===== src/rtl/instruction_fetch_unit_if.sv =====
// Signal bundle between the fetch unit and its PC, instruction memory, redirect
// source and IF/ID register. The fetch unit uses the master side.
interface instruction_fetch_unit_if #(
   parameter int ADDR_W  = 64,
   parameter int INSTR_W = 32
);
   logic [ADDR_W-1:0]  pc_in;
   logic [ADDR_W-1:0]  pc_next;
   logic               pc_write;
   logic               imem_req_valid;
   logic [ADDR_W-1:0]  imem_req_addr;
   logic               imem_req_ready;
   logic               imem_rsp_valid;
   logic [INSTR_W-1:0] imem_rsp_data;
   logic               redirect_valid;
   logic [ADDR_W-1:0]  redirect_addr;
   logic               stall;
   logic               inst_valid;
   logic [INSTR_W-1:0] inst_out;
   logic [ADDR_W-1:0]  inst_pc;

   modport master (
      input  pc_in, imem_req_ready, imem_rsp_valid, imem_rsp_data,
             redirect_valid, redirect_addr, stall,
      output pc_next, pc_write, imem_req_valid, imem_req_addr,
             inst_valid, inst_out, inst_pc
   );

   modport slave (
      output pc_in, imem_req_ready, imem_rsp_valid, imem_rsp_data,
             redirect_valid, redirect_addr, stall,
      input  pc_next, pc_write, imem_req_valid, imem_req_addr,
             inst_valid, inst_out, inst_pc
   );
endinterface


===== src/rtl/instruction_fetch_unit.sv =====
// In-order instruction fetch with credit-limited requests, PC tag FIFO and an
// output queue. Define IFU_BYPASS_EN to forward responses past an empty queue.
module instruction_fetch_unit #(
   parameter int ADDR_W  = 64,
   parameter int INSTR_W = 32,
   parameter int DEPTH   = 2
) (
   input  logic                      clk,
   input  logic                      reset,
   instruction_fetch_unit_if.master  bus
);
   localparam int PTR_W = (DEPTH > 1) ? $clog2(DEPTH) : 1;
   localparam int CNT_W = $clog2(DEPTH + 1);
   localparam logic [CNT_W:0] DEPTH_C = (CNT_W + 1)'(DEPTH);

   logic [INSTR_W-1:0] q_data_q [DEPTH];
   logic [ADDR_W-1:0]  q_pc_q   [DEPTH];
   logic [ADDR_W-1:0]  tag_q    [DEPTH];
   logic [PTR_W-1:0]   q_wr_q, q_rd_q, tag_wr_q, tag_rd_q;
   logic [CNT_W-1:0]   occ_q, inflight_q, discard_q;
   logic [CNT_W-1:0]   occ_d, inflight_d, discard_d;

   logic [CNT_W:0] used;
   logic           req_valid, accept, rsp_take, bypass, push, pop, q_empty;

   always_comb begin
      used      = (CNT_W + 1)'(inflight_q) + (CNT_W + 1)'(occ_q);
      q_empty   = (occ_q == '0);
      req_valid = !reset && !bus.redirect_valid && (used < DEPTH_C);
      accept    = req_valid && bus.imem_req_ready;
      // Responses landing on a redirect cycle belong to the old path.
      rsp_take  = !reset && bus.imem_rsp_valid && !bus.redirect_valid
                  && (discard_q == '0);
`ifdef IFU_BYPASS_EN
      bypass    = rsp_take && q_empty && !bus.stall;
`else
      bypass    = 1'b0;
`endif
      push      = rsp_take && !bypass;
      pop       = !q_empty && !bus.stall && !bus.redirect_valid;
   end

   always_comb begin
      inflight_d = inflight_q + CNT_W'(accept) - CNT_W'(bus.imem_rsp_valid);
      if (bus.redirect_valid)
         discard_d = inflight_d;
      else
         discard_d = discard_q - CNT_W'(bus.imem_rsp_valid && (discard_q != '0));
      occ_d = occ_q + CNT_W'(push) - CNT_W'(pop);
   end

   always_comb begin
      bus.imem_req_valid = req_valid;
      bus.imem_req_addr  = bus.pc_in;
      bus.pc_write       = 1'b0;
      bus.pc_next        = bus.pc_in;
      if (!reset && bus.redirect_valid) begin
         bus.pc_write = 1'b1;
         bus.pc_next  = bus.redirect_addr;
      end else if (accept) begin
         bus.pc_write = 1'b1;
         bus.pc_next  = bus.pc_in + ADDR_W'(4);
      end
   end

   always_comb begin
`ifdef IFU_BYPASS_EN
      bus.inst_valid = !reset && (!q_empty || bypass);
      if (bypass) begin
         bus.inst_out = bus.imem_rsp_data;
         bus.inst_pc  = tag_q[tag_rd_q];
      end else begin
         bus.inst_out = q_empty ? '0 : q_data_q[q_rd_q];
         bus.inst_pc  = q_empty ? '0 : q_pc_q[q_rd_q];
      end
`else
      bus.inst_valid = !reset && !q_empty;
      bus.inst_out   = q_empty ? '0 : q_data_q[q_rd_q];
      bus.inst_pc    = q_empty ? '0 : q_pc_q[q_rd_q];
`endif
   end

   always_ff @(posedge clk) begin
      if (reset) begin
         q_wr_q     <= '0;
         q_rd_q     <= '0;
         tag_wr_q   <= '0;
         tag_rd_q   <= '0;
         occ_q      <= '0;
         inflight_q <= '0;
         discard_q  <= '0;
      end else begin
         inflight_q <= inflight_d;
         discard_q  <= discard_d;
         if (bus.redirect_valid) begin
            q_wr_q   <= '0;
            q_rd_q   <= '0;
            tag_wr_q <= '0;
            tag_rd_q <= '0;
            occ_q    <= '0;
         end else begin
            occ_q <= occ_d;
            if (accept) begin
               tag_q[tag_wr_q] <= bus.pc_in;
               tag_wr_q        <= tag_wr_q + 1'b1;
            end
            if (rsp_take)
               tag_rd_q <= tag_rd_q + 1'b1;
            if (push) begin
               q_data_q[q_wr_q] <= bus.imem_rsp_data;
               q_pc_q[q_wr_q]   <= tag_q[tag_rd_q];
               q_wr_q           <= q_wr_q + 1'b1;
            end
            if (pop)
               q_rd_q <= q_rd_q + 1'b1;
         end
      end
   end

   a_rsp_needs_inflight: assert property (@(posedge clk) disable iff (reset)
      !(bus.imem_rsp_valid && (inflight_q == '0)));
endmodule

===== src/flat_wrapper.sv =====
// flat-port wrapper written by rule: the top's interface ports become plain ports
module instruction_fetch_unit_flat 
#(
   parameter int ADDR_W  = 64,
   parameter int INSTR_W = 32,
   parameter int DEPTH   = 2
)
  (clk, reset, bus_pc_in, bus_imem_req_ready, bus_imem_rsp_valid, bus_imem_rsp_data, bus_redirect_valid, bus_redirect_addr, bus_stall, bus_pc_next, bus_pc_write, bus_imem_req_valid, bus_imem_req_addr, bus_inst_valid, bus_inst_out, bus_inst_pc);
  instruction_fetch_unit_if #(.ADDR_W(ADDR_W), .INSTR_W(INSTR_W)) bus_i ();
  input  logic clk;
  input  logic reset;
  input wire logic [$bits(bus_i.pc_in)-1:0] bus_pc_in;
  input wire logic [$bits(bus_i.imem_req_ready)-1:0] bus_imem_req_ready;
  input wire logic [$bits(bus_i.imem_rsp_valid)-1:0] bus_imem_rsp_valid;
  input wire logic [$bits(bus_i.imem_rsp_data)-1:0] bus_imem_rsp_data;
  input wire logic [$bits(bus_i.redirect_valid)-1:0] bus_redirect_valid;
  input wire logic [$bits(bus_i.redirect_addr)-1:0] bus_redirect_addr;
  input wire logic [$bits(bus_i.stall)-1:0] bus_stall;
  output wire logic [$bits(bus_i.pc_next)-1:0] bus_pc_next;
  output wire logic [$bits(bus_i.pc_write)-1:0] bus_pc_write;
  output wire logic [$bits(bus_i.imem_req_valid)-1:0] bus_imem_req_valid;
  output wire logic [$bits(bus_i.imem_req_addr)-1:0] bus_imem_req_addr;
  output wire logic [$bits(bus_i.inst_valid)-1:0] bus_inst_valid;
  output wire logic [$bits(bus_i.inst_out)-1:0] bus_inst_out;
  output wire logic [$bits(bus_i.inst_pc)-1:0] bus_inst_pc;
  assign bus_i.pc_in = bus_pc_in;
  assign bus_i.imem_req_ready = bus_imem_req_ready;
  assign bus_i.imem_rsp_valid = bus_imem_rsp_valid;
  assign bus_i.imem_rsp_data = bus_imem_rsp_data;
  assign bus_i.redirect_valid = bus_redirect_valid;
  assign bus_i.redirect_addr = bus_redirect_addr;
  assign bus_i.stall = bus_stall;
  assign bus_pc_next = bus_i.pc_next;
  assign bus_pc_write = bus_i.pc_write;
  assign bus_imem_req_valid = bus_i.imem_req_valid;
  assign bus_imem_req_addr = bus_i.imem_req_addr;
  assign bus_inst_valid = bus_i.inst_valid;
  assign bus_inst_out = bus_i.inst_out;
  assign bus_inst_pc = bus_i.inst_pc;
  instruction_fetch_unit #(.ADDR_W(ADDR_W), .INSTR_W(INSTR_W), .DEPTH(DEPTH)) u_core (.clk(clk), .reset(reset), .bus(bus_i));
endmodule

===== config.mk =====
export PLATFORM = sky130hd
export DESIGN_NAME = instruction_fetch_unit_flat
export DESIGN_NICKNAME = d
export VERILOG_FILES = /design/src/rtl/instruction_fetch_unit_if.sv /design/src/rtl/instruction_fetch_unit.sv /design/src/flat_wrapper.sv
export SDC_FILE = /design/constraint.sdc
export NUM_CORES = 1
export LEC_CHECK = 0
export CAP_MARGIN = 20
export CORE_ASPECT_RATIO = 1.1
export CORE_UTILIZATION = 48
export CTS_BUF_LIST = sky130_fd_sc_hd__clkbuf_2 sky130_fd_sc_hd__clkbuf_4 sky130_fd_sc_hd__clkbuf_8
export CTS_CLUSTER_SIZE = 40
export DETAILED_ROUTE_END_ITERATION = 7
export GPL_TIMING_DRIVEN = 0
export PLACE_DENSITY = 0.9
export SLEW_MARGIN = 20
export SYNTH_ARGS = -nofsm -noshare
export SYNTH_HDL_FRONTEND = slang
export SYNTH_SLANG_ARGS = --single-unit

===== constraint.sdc =====
create_clock -name clk -period 8.2 [get_ports clk]
set_input_delay 0.82 -clock clk [delete_from_list [all_inputs] [get_ports clk]]
set_output_delay 0.82 -clock clk [all_outputs]
set_load 0.02 [all_outputs]

==> impl_metrics.env <==
export IMPL_cts_htree_levels=2
export IMPL_top_layer_used="met4"
export IMPL_clkTransAtPathRegs_ns=0.06
export IMPL_rows=67
export IMPL_rr_endpoint="u_core.tag_q[0][53]"
export IMPL_hold_path_depth=2
export IMPL_grt_ovfl_total=0
export IMPL_met2_length_microns=20500
export IMPL_drtIter0Drc=801
export IMPL_start_kind="flip-flop"
export IMPL_final_hold_viol_count=0
export IMPL_syn_to_final_growth_pct=37.7
export IMPL_setup_viol_count_final=0
export IMPL_synth_top_area_share_pct=64.6
export IMPL_synth_edff_count=320
export IMPL_cts_sinks=332
export IMPL_cts_repair_resized=0
export IMPL_post_drt_wl_per_cell_microns=20.3
export IMPL_dieArea_sq_um=31700
export IMPL_tightest_slew_ns=1.16
export IMPL_status="finished clean"
export IMPL_instances_no_fill=2001
export IMPL_syn_instance_count=1100
export IMPL_ir_worst_vdd_v=0.000120
export IMPL_drc=0
export IMPL_period_share_pct=73.1
export IMPL_power_density_nw_per_um2=179
export IMPL_r2r_setup_slack_ns=4.37
export IMPL_rsz0062_at_grt="no"
export IMPL_ios=393
export IMPL_antenna_found_initial=0
export IMPL_worstSkewPairLatency_ns=0.56
export IMPL_setup_worst_path_class="reg -> out"
export IMPL_syn_avg_cell_area_sq_um=13.5
export IMPL_synthTopCellsByArea="edfxtp_1 (65%), mux2i_1 (6.5%), mux2_2 (4.8%), nor2_1 (3.6%), buf_4 (3.2%)"
export IMPL_arrival_ns=5.18
export IMPL_ys_seq_area_share_pct=66.2
export IMPL_via_count=10800
export IMPL_synth_ff_type="edfxtp_1"
export IMPL_clockBufferDepth=3
export IMPL_fin_skew_ns=0.0197
export IMPL_fill_cells=2177
export IMPL_hold_start="u_core.tag_rd_q"
export IMPL_grt_max_degree=53
export IMPL_drive_gt1_share_pct=14.1
export IMPL_dieWidth_microns=170
export IMPL_antennaDiodeCount=0
export IMPL_cp_data_required_time_ns=7.38
export IMPL_cts_tree="yes"
export IMPL_synth_area_sq_um=14900
export IMPL_synth_seq_cells=332
export IMPL_clock_tree_root_cell="clkbuf_8"
export IMPL_cts_hold_fix_buffers=0
export IMPL_wirelength_microns=40700
export IMPL_synth_common_cells="edfxtp_1 (320), nor2_1 (144), mux2i_1 (97), nand2_1 (66)"
export IMPL_crit_path_max_fanout=10
export IMPL_fin_ws_ns=2.20
export IMPL_power_mw=3.67
export IMPL_core_sq_um=30500
export IMPL_wl_met3_microns=3340
export IMPL_dp_hpwl_microns=29800
export IMPL_maxSlewHeadroom_pct=22.4
export IMPL_ant_nets=0
export IMPL_place_inst=1912
export IMPL_grt_total_usage_pct=25.4
export IMPL_min_path_type="reg -> reg"
export IMPL_place_ws_ns=2.61
export IMPL_yosysMostFrequentCell="edfxtp_1"
export IMPL_synth_fp_nets=1272
export IMPL_p_leak_nw=6.64
export IMPL_slew_violations=0
export IMPL_reg2reg_from="u_core.occ_q[0]"
export IMPL_fin_crit_ns=6.00
export IMPL_gp_congestion=0.888
export IMPL_met1Wirelength_microns=15300
export IMPL_vias_per_cell=5.42
export IMPL_io_buffers=389
export IMPL_cts_setup_buffers=0
export IMPL_async_flop_share_pct=0
export IMPL_fmax_ghz=0.167
export IMPL_start_util_pct=48.8
export IMPL_firstDrtPassIters=5
export IMPL_drv_cap=0
export IMPL_cts_buffers=52
export IMPL_yosys_cell_types_count=38
export IMPL_ys_warn_count=0
export IMPL_grt_pass1_wl_microns=61100
export IMPL_grt_pass1_vias=11100
export IMPL_reg2reg_depth=9
export IMPL_dieHeight_microns=187
export IMPL_nets=1724
export IMPL_synth_top_area_cell="edfxtp_1"
export IMPL_end_kind="primary output"
-- how the worst max path moves through the flow --
stage,from,end,slack (ns),cells past startpoint
2_1_floorplan,bus_imem_rsp_valid,u_core.q_data_q[0][0],1.97,3
3_3_place_gp,bus_imem_rsp_valid,u_core.q_pc_q[0][57],-1.29,4
3_5_place_dp,bus_pc_in[26],bus_pc_next[47],2.61,9
4_1_cts,u_core.occ_q[0],bus_pc_next[47],2.22,10
5_1_grt,u_core.occ_q[0],bus_pc_next[43],1.98,10
6_report,u_core.occ_q[0],bus_pc_next[47],2.20,10
-- cells in the final DEF (no fill, tap or decap), types with 8 or more instances in the layout --
cell type / instances
clkbuf_8: 54
nor2_1: 143
o31ai_1: 14
xnor2_1: 29
a31oi_1: 27
nand2_1: 66
inv_1: 13
o21ai_0: 48
clkbuf_4: 13
clkinv_1: 13
nor4_1: 13
edfxtp_1: 320
buf_4: 64
xor2_1: 14
dfxtp_1: 12
mux2i_1: 97
mux2_2: 64
buf_1: 8
nand3_1: 22
or4_1: 17
clkdlybuf4s50_1: 389
or3_1: 15
nand4_1: 14
clkbuf_1: 46
-- where the power goes --
part	switching, mW	internal, mW
combinational	0.248	0.239
clock	0.607	0.666
sequential	0.0105	1.90
-- per-layer routing --
metal | global-route usage [%] | vias to the layer above
li1 | - | 4931
met1 | 30.1 | 5228
met2 | 44.2 | 578
met3 | 5.09 | 111
met4 | 11.3 | 0
met5 | 0 | -
-- cells by family (layout without fill, tap and decap cells) --
logic type	Yosys count	count (layout)	synth area share (%)
buf+inv	133	620	4.99
fa+ha+maj	6	6	0.555
flops	332	332	66.2
mux	161	161	11.4
simple gates	333	333	10.8
compound gates	92	92	3.61
xor+xnor	43	43	2.53
-- per-stage QoR --
stage | hold slack (ns) | setup TNS (ns) | util (%) | instance area, sq um
finish | 0.518 | 0 | 67.1 | 20500
global route | 0.544 | 0 | 67.1 | 20500
CTS | 0.522 | 0 | 67.1 | 20500
detailed placement | 0.504 | 0 | 64.0 | 19500
global placement | 0.496 | -123.41 | 63.2 | 19300
floorplan | 0.481 | 0 | - | 14900
-- final cells by class --
class / count / area [sq um] / share of cell area [%]
clock buffers: 67 / 841 / 4.10
clock inverters: 22 / 104 / 0.507
plain buffers: 120 / 693 / 3.38
repair buffers: 398 / 4120 / 20.1
inverters: 13 / 48.8 / 0.238
multi-input cells: 635 / 4310 / 21.1
well taps: 414 / 518 / 2.53
flip-flops and latches: 332 / 9850 / 48.1
-- critical path: stages (launching register included) --
cell and delay, ns:
dfxtp_1 0.33, inv_1 0.06, nor2_1 0.14, fa_1 0.47
nor4_4 0.59, nand4_1 0.68, or4_1 0.82, clkbuf_1 0.32
or3_1 0.37, a31oi_1 0.17, clkdlybuf4s50_1 0.65
-- registers in the layout, summed over array words and instances (netlist names), named ones only --
| name | cells |
|---|---|
| u_core.tag_wr_q | 1 |
| u_core.tag_q | 128 |
| u_core.inflight_q | 2 |
| u_core.q_wr_q | 1 |
| u_core.occ_q | 2 |
| u_core.tag_rd_q | 1 |
| u_core.q_rd_q | 1 |
| u_core.discard_q | 2 |
| u_core.q_data_q | 64 |
| u_core.q_pc_q | 128 |
Note: power is estimated with default switching activity, not from simulation.
